--- config.mk ---
export PLATFORM = sky130hd
export DESIGN_NAME = riscv_ifu
export DESIGN_NICKNAME = d
export VERILOG_FILES = /design/src/rtl/riscv_pkg.sv /design/src/rtl/riscv_pc.sv /design/src/rtl/riscv_ifu.sv
export SDC_FILE = /design/constraint.sdc
export NUM_CORES = 1
export LEC_CHECK = 0
export CAP_MARGIN = 20
export CORE_MARGIN = 5
export CORE_UTILIZATION = 44
export CTS_CLUSTER_SIZE = 24
export DETAILED_ROUTE_END_ITERATION = 8
export PLACE_DENSITY = 0.86
export RECOVER_POWER = 100
export SYNTH_ARGS = -nofsm -noshare
export SYNTH_HDL_FRONTEND = slang
export SYNTH_SLANG_ARGS = --single-unit
--- constraint.sdc ---
create_clock -name clk_i -period 8.8 [get_ports clk_i]
set_input_delay 1.76 -clock clk_i [delete_from_list [all_inputs] [get_ports clk_i]]
set_output_delay 1.76 -clock clk_i [all_outputs]
set_load 0.02 [all_outputs]
--- src/rtl/riscv_pkg.sv ---
// Shared definitions for the RISC-V multicycle front end: opcodes, NOP, PC-select codes
// and the instruction fetch unit state encoding.
package riscv_pkg;

  localparam logic [6:0] OPC_R      = 7'b0110011;
  localparam logic [6:0] OPC_LOAD   = 7'b0000011;
  localparam logic [6:0] OPC_STORE  = 7'b0100011;
  localparam logic [6:0] OPC_BRANCH = 7'b1100011;

  localparam logic [31:0] NOP_INSTR = 32'h0000_0013;

  localparam logic [1:0] PC_PLUS4  = 2'b00;
  localparam logic [1:0] PC_BRANCH = 2'b01;

  typedef enum logic [1:0] {
    StIdle,
    StReq,
    StWait,
    StHold
  } ifu_state_e;

  function automatic logic is_misaligned(input logic [1:0] lsb);
    return lsb != 2'b00;
  endfunction

endpackage

--- src/rtl/riscv_pc.sv ---
// Program counter register with next-PC mux. pc_reset beats pc_load; misaligned branch
// targets are word-aligned on load and reported for one cycle on misalign_o.
module riscv_pc
  import riscv_pkg::*;
#(
  parameter int unsigned       ADDR_W   = 32,
  parameter logic [ADDR_W-1:0] RESET_PC = '0
) (
  input  logic              clk_i,
  input  logic              rst_i,
  input  logic              pc_reset_i,
  input  logic              pc_load_i,
  input  logic [1:0]        pc_sel_i,
  input  logic [ADDR_W-1:0] branch_target_i,
  output logic [ADDR_W-1:0] pc_o,
  output logic              misalign_o
);

  logic [ADDR_W-1:0] pc_q, pc_d;

  always_comb begin
    pc_d       = pc_q;
    misalign_o = 1'b0;
    if (pc_reset_i) begin
      pc_d = RESET_PC;
    end else if (pc_load_i) begin
      if (pc_sel_i == PC_BRANCH) begin
        pc_d       = {branch_target_i[ADDR_W-1:2], 2'b00};
        misalign_o = is_misaligned(branch_target_i[1:0]);
      end else begin
        // 10/11 are unused selector codes and fall back to sequential flow
        pc_d = pc_q + ADDR_W'(4);
      end
    end
  end

  always_ff @(posedge clk_i or posedge rst_i) begin
    if (rst_i) begin
      pc_q <= RESET_PC;
    end else begin
      pc_q <= pc_d;
    end
  end

  assign pc_o = pc_q;

endmodule

--- src/rtl/riscv_ifu.sv ---
// Multicycle instruction fetch unit: request/response fetch FSM with response timeout,
// instruction register and PC update driven by the control unit.
module riscv_ifu
  import riscv_pkg::*;
#(
  parameter int unsigned       ADDR_W   = 32,
  parameter logic [ADDR_W-1:0] RESET_PC = '0,
  parameter int unsigned       TIMEOUT  = 15
) (
  input  logic              clk_i,
  input  logic              rst_i,
  input  logic              fetch_start_i,
  input  logic              pc_reset_i,
  input  logic              pc_load_i,
  input  logic [1:0]        pc_sel_i,
  input  logic [ADDR_W-1:0] branch_target_i,
  output logic              imem_req_o,
  output logic [ADDR_W-1:0] imem_addr_o,
  input  logic              imem_ready_i,
  input  logic              imem_rvalid_i,
  input  logic [31:0]       imem_rdata_i,
  output logic [31:0]       instr_o,
  output logic [6:0]        opcode_o,
  output logic [ADDR_W-1:0] instr_pc_o,
  output logic [ADDR_W-1:0] pc_o,
  output logic              instr_valid_o,
  output logic              fetch_busy_o,
  output logic              fetch_fault_o
);

  ifu_state_e        state_q, state_d;
  logic [3:0]        cnt_q, cnt_d;
  logic [ADDR_W-1:0] fetch_addr_q, fetch_addr_d;
  logic [31:0]       instr_q, instr_d;
  logic [ADDR_W-1:0] instr_pc_q, instr_pc_d;
  logic              valid_q, valid_d;
  logic              busy_q, busy_d;
  logic              fault_q, fault_d;
  logic [ADDR_W-1:0] pc;
  logic              pc_misalign;

  riscv_pc #(
    .ADDR_W  (ADDR_W),
    .RESET_PC(RESET_PC)
  ) u_pc (
    .clk_i          (clk_i),
    .rst_i          (rst_i),
    .pc_reset_i     (pc_reset_i),
    .pc_load_i      (pc_load_i),
    .pc_sel_i       (pc_sel_i),
    .branch_target_i(branch_target_i),
    .pc_o           (pc),
    .misalign_o     (pc_misalign)
  );

  always_comb begin
    state_d      = state_q;
    cnt_d        = cnt_q;
    fetch_addr_d = fetch_addr_q;
    instr_d      = instr_q;
    instr_pc_d   = instr_pc_q;
    valid_d      = valid_q;
    fault_d      = fault_q;

    unique case (state_q)
      StIdle, StHold: begin
        // Latches the PC before any same-edge pc_load takes effect
        if (fetch_start_i) begin
          fetch_addr_d = pc;
          valid_d      = 1'b0;
          state_d      = StReq;
        end
      end
      StReq: begin
        if (imem_ready_i) begin
          cnt_d   = '0;
          state_d = StWait;
        end
      end
      StWait: begin
        if (imem_rvalid_i) begin
          instr_d    = imem_rdata_i;
          instr_pc_d = fetch_addr_q;
          valid_d    = 1'b1;
          state_d    = StHold;
        end else if (cnt_q == 4'(TIMEOUT)) begin
          instr_d = NOP_INSTR;
          fault_d = 1'b1;
          valid_d = 1'b1;
          state_d = StHold;
        end else begin
          cnt_d = cnt_q + 4'd1;
        end
      end
      default: state_d = StIdle;
    endcase

    if (pc_misalign) fault_d = 1'b1;

    if (pc_reset_i) begin
      state_d = StIdle;
      valid_d = 1'b0;
      fault_d = 1'b0;
    end

    busy_d = (state_d == StReq) || (state_d == StWait);
  end

  always_ff @(posedge clk_i or posedge rst_i) begin
    if (rst_i) begin
      state_q      <= StIdle;
      cnt_q        <= '0;
      fetch_addr_q <= RESET_PC;
      instr_q      <= NOP_INSTR;
      instr_pc_q   <= RESET_PC;
      valid_q      <= 1'b0;
      busy_q       <= 1'b0;
      fault_q      <= 1'b0;
    end else begin
      state_q      <= state_d;
      cnt_q        <= cnt_d;
      fetch_addr_q <= fetch_addr_d;
      instr_q      <= instr_d;
      instr_pc_q   <= instr_pc_d;
      valid_q      <= valid_d;
      busy_q       <= busy_d;
      fault_q      <= fault_d;
    end
  end

  assign imem_req_o    = (state_q == StReq);
  assign imem_addr_o   = fetch_addr_q;
  assign instr_o       = instr_q;
  assign opcode_o      = instr_q[6:0];
  assign instr_pc_o    = instr_pc_q;
  assign pc_o          = pc;
  assign instr_valid_o = valid_q;
  assign fetch_busy_o  = busy_q;
  assign fetch_fault_o = fault_q;

endmodule

# Word level (Yosys, flattened, before mapping)
# Index checks and enable logic that the tools add are counted.
op_classes:
  add_sub_neg: 2
  eq_ne: 13
  mux: 27
  n_reduce_logical: 16
op_table:
  columns: ["op", "count"]
  rows:
  - ["$mux W32", 5]
  - ["$add A32 B3 Y32 const B", 1]
  - ["$mux W4", 3]
  - ["$mux W1", 11]
  - ["$mux W2", 5]
  - ["$reduce_bool A3 Y1", 3]
  - ["$pmux W4 S2", 1]
  - ["$reduce_bool A2 Y1", 4]
  - ["$eq A2 B1 Y1 const B", 3]
  - ["$eq A2 B2 Y1 const B", 3]
  - ["$pmux W2 S3", 1]
  - ["$reduce_and A2 Y1", 3]
  - ["$reduce_and A3 Y1", 2]
  - ["$add A4 B1 Y4 const B", 1]
  - ["$eq A4 B4 Y1 const B", 1]
  - ["$ne A2 B2 Y1 const B", 2]
  - ["$ne A4 B4 Y1 const B", 1]
  - ["$reduce_and A4 Y1", 1]
  - ["$ne A3 B2 Y1 const B", 1]
  - ["$ne A3 B3 Y1 const B", 1]
  - ["$logic_not A2 Y1", 1]
  - ["$ne A2 B1 Y1 const B", 1]
  - ["$pmux W1 S2", 1]
  - ["$reduce_or A2 Y1", 1]
  - ["$logic_or A1 B1 Y1", 1]
totals:
  regBits: 137
  word_cells: 67

# Depth between registers and ports, before layout
# Gate-level depths: netlist (run 1).
depth:
  ltp_word: 7
  ltp_mapped: 7

# By module
# Synthesis (run 1) repeated with hierarchy kept, for this count alone.
hier_totals:
  cells_unflattened: 609
  area_unflattened_um2: 6291.0
modules_own_cells:
  columns: ["module", "instances", "cells_each", "area_each_um2"]
  rows:
  - ["riscv_ifu", 1, 343, 4121.5]
  - ["riscv_pc", 1, 266, 2169.6]

# Worst setup path before layout (run 1)
# OpenSTA, ideal clock, no wires.
synth_path:
  kind: "input port to flip-flop"
  start: "input pc_load_i"
  end: "register u_pc.pc_q[23] (netlist: u_pc.pc_o[23])"
  setup_time_ns: 0.078
  arrival_ns: 2.851
  path_slack_ns: 5.871
  path_stages: 6
  n_path_buf: 3
  path_cell_list: "clkbuf_1 -> inv_1 -> clkbuf_1 -> clkbuf_1 -> o21ai_0 -> a21oi_1"
synth_via:
  elab_chain_len: 1
synth_lines:
  columns: ["element", "line", "source"]
  rows:
  - ["from (decl)", "riscv_ifu.sv:14", "input logic pc_load_i,"]
  - ["$reduce_bool A2 Y1 (no source line)", null, null]
  - ["to (signal assigned)", "riscv_pc.sv:41", "pc_q <= pc_d;"]
  - ["to (decl)", "riscv_pc.sv:19", "logic [ADDR_W-1:0] pc_q, pc_d;"]
# No other way between the ends.
# A chain may end at the register's enable or synchronous reset.

# Final worst setup path (run 1)
layout_path:
  start: "input imem_rvalid_i"
  end: "register instr_q[0] (netlist: instr_o[0])"
layout_via:
  elab_chain_len: 2
layout_lines:
  columns: ["element", "line", "source"]
  rows:
  - ["from (decl)", "riscv_ifu.sv:20", "input logic imem_rvalid_i,"]
  - ["$reduce_bool A2 Y1 (no source line)", null, null]
  - ["$reduce_and A2 Y1 (no source line)", null, null]
  - ["to (signal assigned)", "riscv_ifu.sv:123", "instr_q <= instr_d;"]
  - ["to (decl)", "riscv_ifu.sv:34", "logic [31:0] instr_q, instr_d;"]
# Several ways; a longest one is shown, not always the timed one.

==> flow_summary.json, run 1 <==
{
  "die_w_um": 127,
  "critPathBufInv": 2,
  "rows": 42,
  "drt_iter0_drc": 596,
  "grtUsageTotal": 0.225,
  "synthCells": 596,
  "grtUsageMet1": 0.296,
  "r2r-end": "instr_o[0]",
  "dp_hpwl_um": 13200,
  "min_path_type": "flop to flop",
  "path_clk_slew_ns": 0.05,
  "violations": "capacitance limit, slew limit",
  "grt_max_degree": 75,
  "fillers": 1095,
  "p_total_w": 0.00244,
  "routedWlPerCell_um": 18.9,
  "drtAntennaViolNets": 0,
  "crit_path_start_kind": "input pin",
  "cts_buffer_depth": 2,
  "drive_gt1_frac": 0.0918,
  "die_area_um2": 16200,
  "ios": 212,
  "cts_resized": 0,
  "r2r_slack_ns": 5.07,
  "pre_cts_slack_ns": 4.18,
  "rsz0062_at_grt": "false",
  "yosys-top-cells-count": "dfrtp_1, nand2_1, a22o_1, clkbuf_1, mux2_2",
  "synthTopCellsByArea": "dfrtp_1, nand2_1, mux2_2",
  "ys_types": 58,
  "avgSynthCellArea_um2": 10.1,
  "initial_core_util": 0.453,
  "status": "finished, violations left",
  "vias": 5425,
  "crit_start": "imem_rvalid_i",
  "grt-ovfl-total": 0,
  "grt.met3_usage": 0.0609,
  "cts_buffers": 17,
  "grt_pass1_vias": 5278,
  "hold_start": "instr_pc_o[28]",
  "netlist.area_leader.share": 0.530,
  "hold_depth": 2,
  "syn2layout_area_growth_pct": 44.7,
  "tritoncts": "yes",
  "r2r_start": "state_q[0]",
  "syn-cell-area_um2": 6050,
  "timing.final.crit_period_ns": 4.78,
  "tightest_slew_ns": 2.50,
  "fin_cells": 971,
  "cp_top_family": "buffers and inverters",
  "async_flop_share": 1.00,
  "cts_setup_buffers": 0,
  "gp_congestion": 0.861,
  "coreArea_um2": 13300,
  "clkLatencyLatePin_ns": 0.41,
  "wl_um": 18400,
  "final.setup.tns_ns": 0,
  "top_usage_layer": "met2",
  "vias_per_cell": 5.59,
  "cp_max_fo": 50,
  "seq_area_frac_synth": 0.543,
  "ys_warn_count": 0,
  "hold_viol_final": 0,
  "cts.sinks": 131,
  "ys_ff_latch": 131,
  "pwr_density_cell_nw_per_um2": 279,
  "grt_pass1_wl_um": 28900,
  "drc": 0,
  "antenna_found_initial": 0,
  "synth_flop_cell": "dfrtp_1",
  "slowest_stage": "clkbuf_1",
  "crit_arrival_ns": 5.12,
  "cts_max_level": 4,
  "slowest_delay_ns": 1.69,
  "synth-edff-count": 0,
  "fmax_mhz": 209,
  "cts_root_buffer": "clkbuf_16",
  "fin_worst_skew_ns": 0.00793,
  "die_h_um": 127,
  "antenna_cells": 0,
  "relSlewSlack": -0.673,
  "fin_crit_sh": 0.543,
  "whs_ns": 0.465,
  "p_leak_nw": 4.23,
  "num-nets-final": 859,
  "finalSetupViolations": 0,
  "drv_cap": 3,
  "maxSlewViolCount": 144,
  "synth_top_cell_by_area": "dfrtp_1",
  "multi_input_area_um2": 2510,
  "criticalPathCategory": "input pin to flop",
  "setup_slack_ns": 4.02,
  "critical_path.endpoint_type": "flop",
  "grtUsageMet2": 0.360,
  "dp.cells": 937,
  "hold_buffers": 0,
  "portBuffers": 205,
  "reg2reg_depth": 5,
  "holdPathEnd": "instr_pc_o[28]",
  "cp.required_ns": 9.14,
  "register_area_um2": 3280,
  "vdd_drop_max_mv": 0.138,
  "cp_cell_sequence": "dlygate4sd3_1, and2_0, clkbuf_1, a221o_1",
  "first_pass_iters": 5
}
stage by stage:
stage                     utilization  instance area, um^2
after floorplan                     -                 6070
after global placement          0.610                 8150
after detailed placement        0.610                 8150
after CTS                       0.655                 8740
after global routing            0.656                 8750
final                           0.656                 8750
worst reg2reg max path: stages (launching register included):
cell and delay [ns]:
dfrtp_1 0.38, inv_1 0.08, ha_1 0.42, and2_0 0.71, clkbuf_1 1.70, a221o_1 0.40
power by group:
part           switching, W  internal (W)
logic              0.000458      0.000389
clock network      0.000245      0.000468
registers          0.000109      0.000770
total              0.000811       0.00163
worst max path at each step:
stage / to / slack [ns] / cells past startpoint
2_1_floorplan: cnt_q[0] / 3.55 / 1
3_3_place_gp: u_pc.pc_o[19] / 4.25 / 5
3_5_place_dp: u_pc.pc_o[15] / 4.18 / 5
4_1_cts: u_pc.pc_o[15] / 4.63 / 5
5_1_grt: instr_pc_o[10] / 3.78 / 5
6_report: instr_o[0] / 4.02 / 4
layout make-up:
cell class,count,share of cell area
Clock inverter,5,0.0114
Tap cell,176,0.0252
Clock buffer,27,0.0563
Sequential cell,131,0.375
Multi-Input combinational cell,411,0.287
Inverter,8,0.00358
Timing Repair Buffer,213,0.242
state kept, by name (all words and copies together), names as in the netlist:
register and cells:
cnt_q 4, instr_valid_o 1, instr_o 32, fetch_busy_o 1, fetch_fault_o 1, instr_pc_o 30, state_q 2, u_pc.pc_o 30
imem_addr_o 30
metal layers:
metal | routed length (um) | vias to the layer above
met4 | 313 | 0
met2 | 8790 | 274
li1 | - | 2488
met1 | 7780 | 2636
met5 | 0 | -
met3 | 1490 | 27
cells by family (layout without fill, tap and decap cells):
| logic type | Yosys count | in the layout | synth area share |
|---|---|---|---|
| AOI/OAI and AO/OA | 123 | 123 | 0.142 |
| xor gates and xnor gates | 5 | 5 | 0.00724 |
| adders and majority gates | 4 | 4 | 0.00828 |
| buffers and inverters | 59 | 253 | 0.0459 |
| DFF | 131 | 131 | 0.543 |
| muxes | 35 | 35 | 0.0643 |
| other | 1 | 6 | 0.000620 |
| and+or+nand+nor | 238 | 238 | 0.189 |
placed cells by master, fill, tap and decap left out, drive strengths merged, types with 5 or more instances in the layout:
cell type and count:
nor3 5, or3 5, a22oi 6, nor2 24, nor4 7, mux2 31
clkbuf 32, xor2 5, a22o 31, and2 5, dfrtp 128, conb 6
a31oi 7, a21oi 27, o21ai 20, nand4 15, nand2 128, inv 7
clkdlybuf4s50 66, nand3 23, and3 15, dlygate4sd3 139, o31ai 5
Note: power is estimated with default switching activity, not from simulation.
==> run 2: changes to the inputs <==
- CORE_UTILIZATION: 44 -> 41
- PLACE_DENSITY: 0.86 -> 0.85
- clock period: 8.8 -> 4.05 ns (I/O delays scaled with it)
==> run 2 against run 1 <==
  * The flow still finishes with violations (capacitance limit, slew limit)
  * Worst setup slack worse by 3.1 ns
  * Power up 120%
  * Critical path depth grew 1
  * Combinational power rose by 120%
  * Clock skew is 0.00057 ns lower
  * Register-to-register slack lost 4.1 ns
  * Hold slack better by 0.00065 ns
  * Largest power group unchanged
==> flow_summary.json, run 2 (synthesized netlist as in run 1, its figures left out) <==
{
  "status": "finished, violations left",
  "violations": "capacitance limit, slew limit",
  "die_w_um": 131,
  "tightest_slew_ns": 1.94,
  "clkLatencyLatePin_ns": 0.42,
  "die_area_um2": 17300,
  "fin_worst_skew_ns": 0.00735,
  "tritoncts": "yes",
  "relSlewSlack": -0.291,
  "initial_core_util": 0.418,
  "r2r_slack_ns": 0.99,
  "first_pass_iters": 6,
  "vdd_drop_max_mv": 0.277,
  "drv_cap": 3,
  "cp.required_ns": 4.41,
  "critical_path.endpoint_type": "flop",
  "p_leak_nw": 4.24,
  "maxSlewViolCount": 216,
  "pwr_density_cell_nw_per_um2": 614,
  "vias": 5441,
  "largest_reg_flops": 32,
  "antenna_cells": 0,
  "design_area_um2": 8800,
  "grt_pass1_vias": 5357,
  "finalSetupViolations": 0,
  "cts_root_buffer": "clkbuf_16",
  "min_path_type": "flop to flop",
  "cp_cell_sequence": "dlygate4sd3_1, and2_1, buf_4, nand2_1, nand2_1",
  "cp_common_cell": "nand2_1",
  "cts.sinks": 131,
  "fin_crit_sh": 0.775,
  "cts_max_level": 4,
  "wl_um": 18400,
  "gp_congestion": 0.861,
  "final_common_cell": "dlygate4sd3_1",
  "slowest_stage": "and2_1",
  "placedInstanceArea_um2": 8190,
  "vias_per_cell": 5.56,
  "grt_max_degree": 132,
  "ios": 212,
  "antenna_found_initial": 0,
  "dp_hpwl_um": 13000,
  "syn2layout_area_growth_pct": 45.4,
  "path_clk_slew_ns": 0.06,
  "hold_buffers": 0,
  "cts_setup_buffers": 0,
  "timing.final.crit_period_ns": 3.14,
  "drtAntennaViolNets": 0,
  "drc": 0,
  "hold_viol_final": 0,
  "routedWlPerCell_um": 18.8,
  "final_cell_mix": "dlygate4sd3_1, nand2_1, dfrtp_1, clkdlybuf4s50_1",
  "cts_buffers": 17,
  "criticalPathCategory": "input pin to flop",
  "cts_resized": 0,
  "portBuffers": 205,
  "num-nets-final": 860,
  "grt-ovfl-total": 0,
  "fmax_mhz": 319,
  "rows": 44,
  "crit_arrival_ns": 3.49,
  "slowest_delay_ns": 1.47,
  "rsz0062_at_grt": "false",
  "setup_slack_ns": 0.911,
  "drive_gt1_frac": 0.0994,
  "cp_max_fo": 49,
  "final.setup.tns_ns": 0,
  "cts_buffer_depth": 2,
  "coreArea_um2": 14500,
  "crit_path_start_kind": "input pin",
  "grtUsageTotal": 0.212,
  "drt_iter0_drc": 621,
  "pre_cts_slack_ns": 1.11,
  "die_h_um": 131,
  "grt_pass1_wl_um": 29500
}
## run 2: worst paths after layout
path | startpoint | to | cells past startpoint
max | imem_rvalid_i | instr_pc_o[12] | 5
min | instr_pc_o[26] | instr_pc_o[26] | 2
max reg2reg | state_q[0] | instr_pc_o[12] | 6
min reg2reg | instr_pc_o[26] | instr_pc_o[26] | 2
max in group asynchronous | rst_i | instr_valid_o | 3
min in group asynchronous | rst_i | instr_o[11] | 3
## run 2: area by class of cell
type / instances / area, um^2
Clock buffer: 18 / 429
Fill cell: 1184 / 5680
Sequential cell: 131 / 3280
Clock inverter: 13 / 210
Multi-Input combinational cell: 411 / 2510
Inverter: 8 / 33.8
Tap cell: 184 / 230
Timing Repair Buffer: 214 / 2100
## run 2: critical path, delay by kind of cell
kind / cells / cell delay, ns
and+or+nand+nor: 3 / 1.62
buffers and inverters: 2 / 1.03
## run 2: layer usage
| layer | GRT usage | vias up | routed length (um) |
|---|---|---|---|
| met5 | 0 | - | 0 |
| met4 | 0.0726 | 0 | 458 |
| met3 | 0.0665 | 41 | 1460 |
| met2 | 0.331 | 276 | 8470 |
| met1 | 0.282 | 2627 | 7980 |
| li1 | - | 2497 | - |
## run 2: metrics by stage
step | power, W | hold slack, ns | util | instances
after floorplan | 0.00296 | 0.484 | - | 601
after global placement | 0.00388 | 0.457 | 0.566 | 948
after detailed placement | 0.00393 | 0.461 | 0.566 | 948
after CTS | 0.00562 | 0.476 | 0.610 | 979
after global routing | 0.00566 | 0.491 | 0.608 | 979
final | 0.00540 | 0.466 | 0.608 | 979
## run 2: where the power goes
| part | switching (W) | internal (W) |
|---|---|---|
| Clock | 0.000578 | 0.00109 |
| Sequential | 0.000232 | 0.00167 |
| Combinational | 0.000988 | 0.000844 |
| Total | 0.00180 | 0.00360 |
==> run 3: changes to the inputs <==
- CORE_UTILIZATION: 41 -> 44
- PLACE_DENSITY: 0.85 -> 0.86
- clock period: 4.05 -> 3.2 ns (I/O delays scaled with it)
==> run 3 against run 2 <==
  * Worst setup slack got worse by 0.32 ns
  * Combinational power increased by 28%
  * Clock power increased by 13%
  * The run now ends clean
  * Sequential power increased by 26%
  * Wire length increased by 0.81%
==> flow_summary.json, run 3 (synthesized netlist as in run 1, its figures left out) <==
{
  "grt_pass1_vias": 5279,
  "r2r-end": "instr_o[4]",
  "first_pass_iters": 5,
  "cp_max_fo": 41,
  "maxSlewViolCount": 0,
  "status": "finished clean",
  "fin_worst_skew_ns": 0.00538,
  "criticalPathCategory": "flop to flop",
  "cts_buffer_depth": 2,
  "wl_um": 18500,
  "fillers": 1079,
  "drt_iter0_drc": 604,
  "cts_setup_buffers": 0,
  "grt-ovfl-total": 0,
  "rows": 42,
  "cts_root_buffer": "clkbuf_16",
  "vdd_drop_max_mv": 0.311,
  "final_cell_mix": "dlygate4sd3_1, nand2_1, dfrtp_1, clkdlybuf4s50_1",
  "min_path_type": "flop to flop",
  "clkLatencyLatePin_ns": 0.41,
  "fmax_mhz": 383,
  "p_total_w": 0.00665,
  "antenna_cells": 0,
  "relSlewSlack": 0.0469,
  "path_clk_slew_ns": 0.05,
  "coreArea_um2": 13300,
  "crit_path_start_kind": "flop",
  "holdPathEnd": "instr_pc_o[18]",
  "drc": 0,
  "r2r_slack_ns": 0.59,
  "vias_per_cell": 5.57,
  "grt_pass1_wl_um": 29300,
  "timing.final.crit_period_ns": 2.61,
  "cts.sinks": 131,
  "whs_ns": 0.466,
  "largest_reg_flops": 32,
  "cts_resized": 0,
  "final.setup.tns_ns": 0,
  "dp_hpwl_um": 13400,
  "drtAntennaViolNets": 0,
  "gp_congestion": 0.932,
  "fin_crit_sh": 0.816,
  "final_common_cell": "dlygate4sd3_1",
  "hold_buffers": 0,
  "dp.cells": 942,
  "hold_depth": 2,
  "routedWlPerCell_um": 19.0,
  "setup_slack_ns": 0.589,
  "rsz0062_at_grt": "false",
  "crit_arrival_ns": 2.96,
  "cts_buffers": 17,
  "syn2layout_area_growth_pct": 45.0,
  "pre_cts_slack_ns": 0.696,
  "drive_gt1_frac": 0.102,
  "ios": 212,
  "antenna_found_initial": 0,
  "tightest_slew_ns": 1.43,
  "die_h_um": 127,
  "tritoncts": "yes",
  "initial_core_util": 0.453,
  "finalSetupViolations": 0,
  "vias": 5423,
  "die_w_um": 127,
  "die_area_um2": 16200,
  "r2r_start": "state_q[0]",
  "p_leak_nw": 4.22,
  "reg2reg_depth": 5,
  "portBuffers": 205,
  "fin_cells": 974,
  "cp.required_ns": 3.55,
  "grtUsageTotal": 0.229,
  "grt_max_degree": 57,
  "cts_max_level": 4,
  "critical_path.endpoint_type": "flop",
  "pwr_density_cell_nw_per_um2": 758,
  "num-nets-final": 862,
  "hold_viol_final": 0,
  "drv_cap": 0,
  "hold_start": "instr_pc_o[18]"
}
==> run 3: cell types whose count changed in the layout (fill, tap and decap cells not counted), moves of 2 or more <==
cell,previous run,this run
clkinvlp_4,3,5
buf_12,0,3
bufinv_16,5,1
clkbuf_8,0,6
clkinv_4,4,0
==> run 3: stage by stage <==
step,util,cell area [um^2]
global placement,0.617,8230
floorplan,-,6070
CTS,0.661,8820
detailed placement,0.617,8230
finish,0.657,8770
global route,0.657,8770
==> run 3: area by class of cell <==
type	instances	area, um^2	area share
sequential	131	3280	0.374
tap	176	220	0.0251
clock buffer	25	515	0.0588
multi-input combinational	411	2490	0.284
inverter	8	31.3	0.00357
timing repair buffer	216	2160	0.246
clock inverter	7	72.6	0.00827
==> run 3: critical path: stages (launching register included) <==
cell and delay, ns:
dfrtp_1 0.38, inv_1 0.08, ha_1 0.42, and2_0 1.15, buf_12 0.32, a221o_1 0.18
==> run 3: worst max path at each step <==
stage	endpoint	slack, ns	cells after the start	from
floorplan	cnt_q[0]	0.94	1	rst_i
global placement	u_pc.pc_o[24]	0.77	6	pc_sel_i[1]
detailed placement	u_pc.pc_o[24]	0.70	6	pc_sel_i[1]
CTS	imem_req_o	0.80	3	state_q[1]
global route	instr_o[22]	0.39	5	state_q[0]
finish	instr_o[4]	0.59	5	state_q[0]
==> run 3: routing by layer <==
metal	wire length, um	track usage
met1	7870	0.311
met2	8730	0.357
met3	1520	0.0547
met4	402	0.0877
met5	0	0
==> run 3: where the power goes <==
group / total, W / internal [W] / switching (W)
registers: 0.00240 / 0.00212 / 0.000287
clock network: 0.00189 / 0.00119 / 0.000700
logic: 0.00235 / 0.00108 / 0.00127
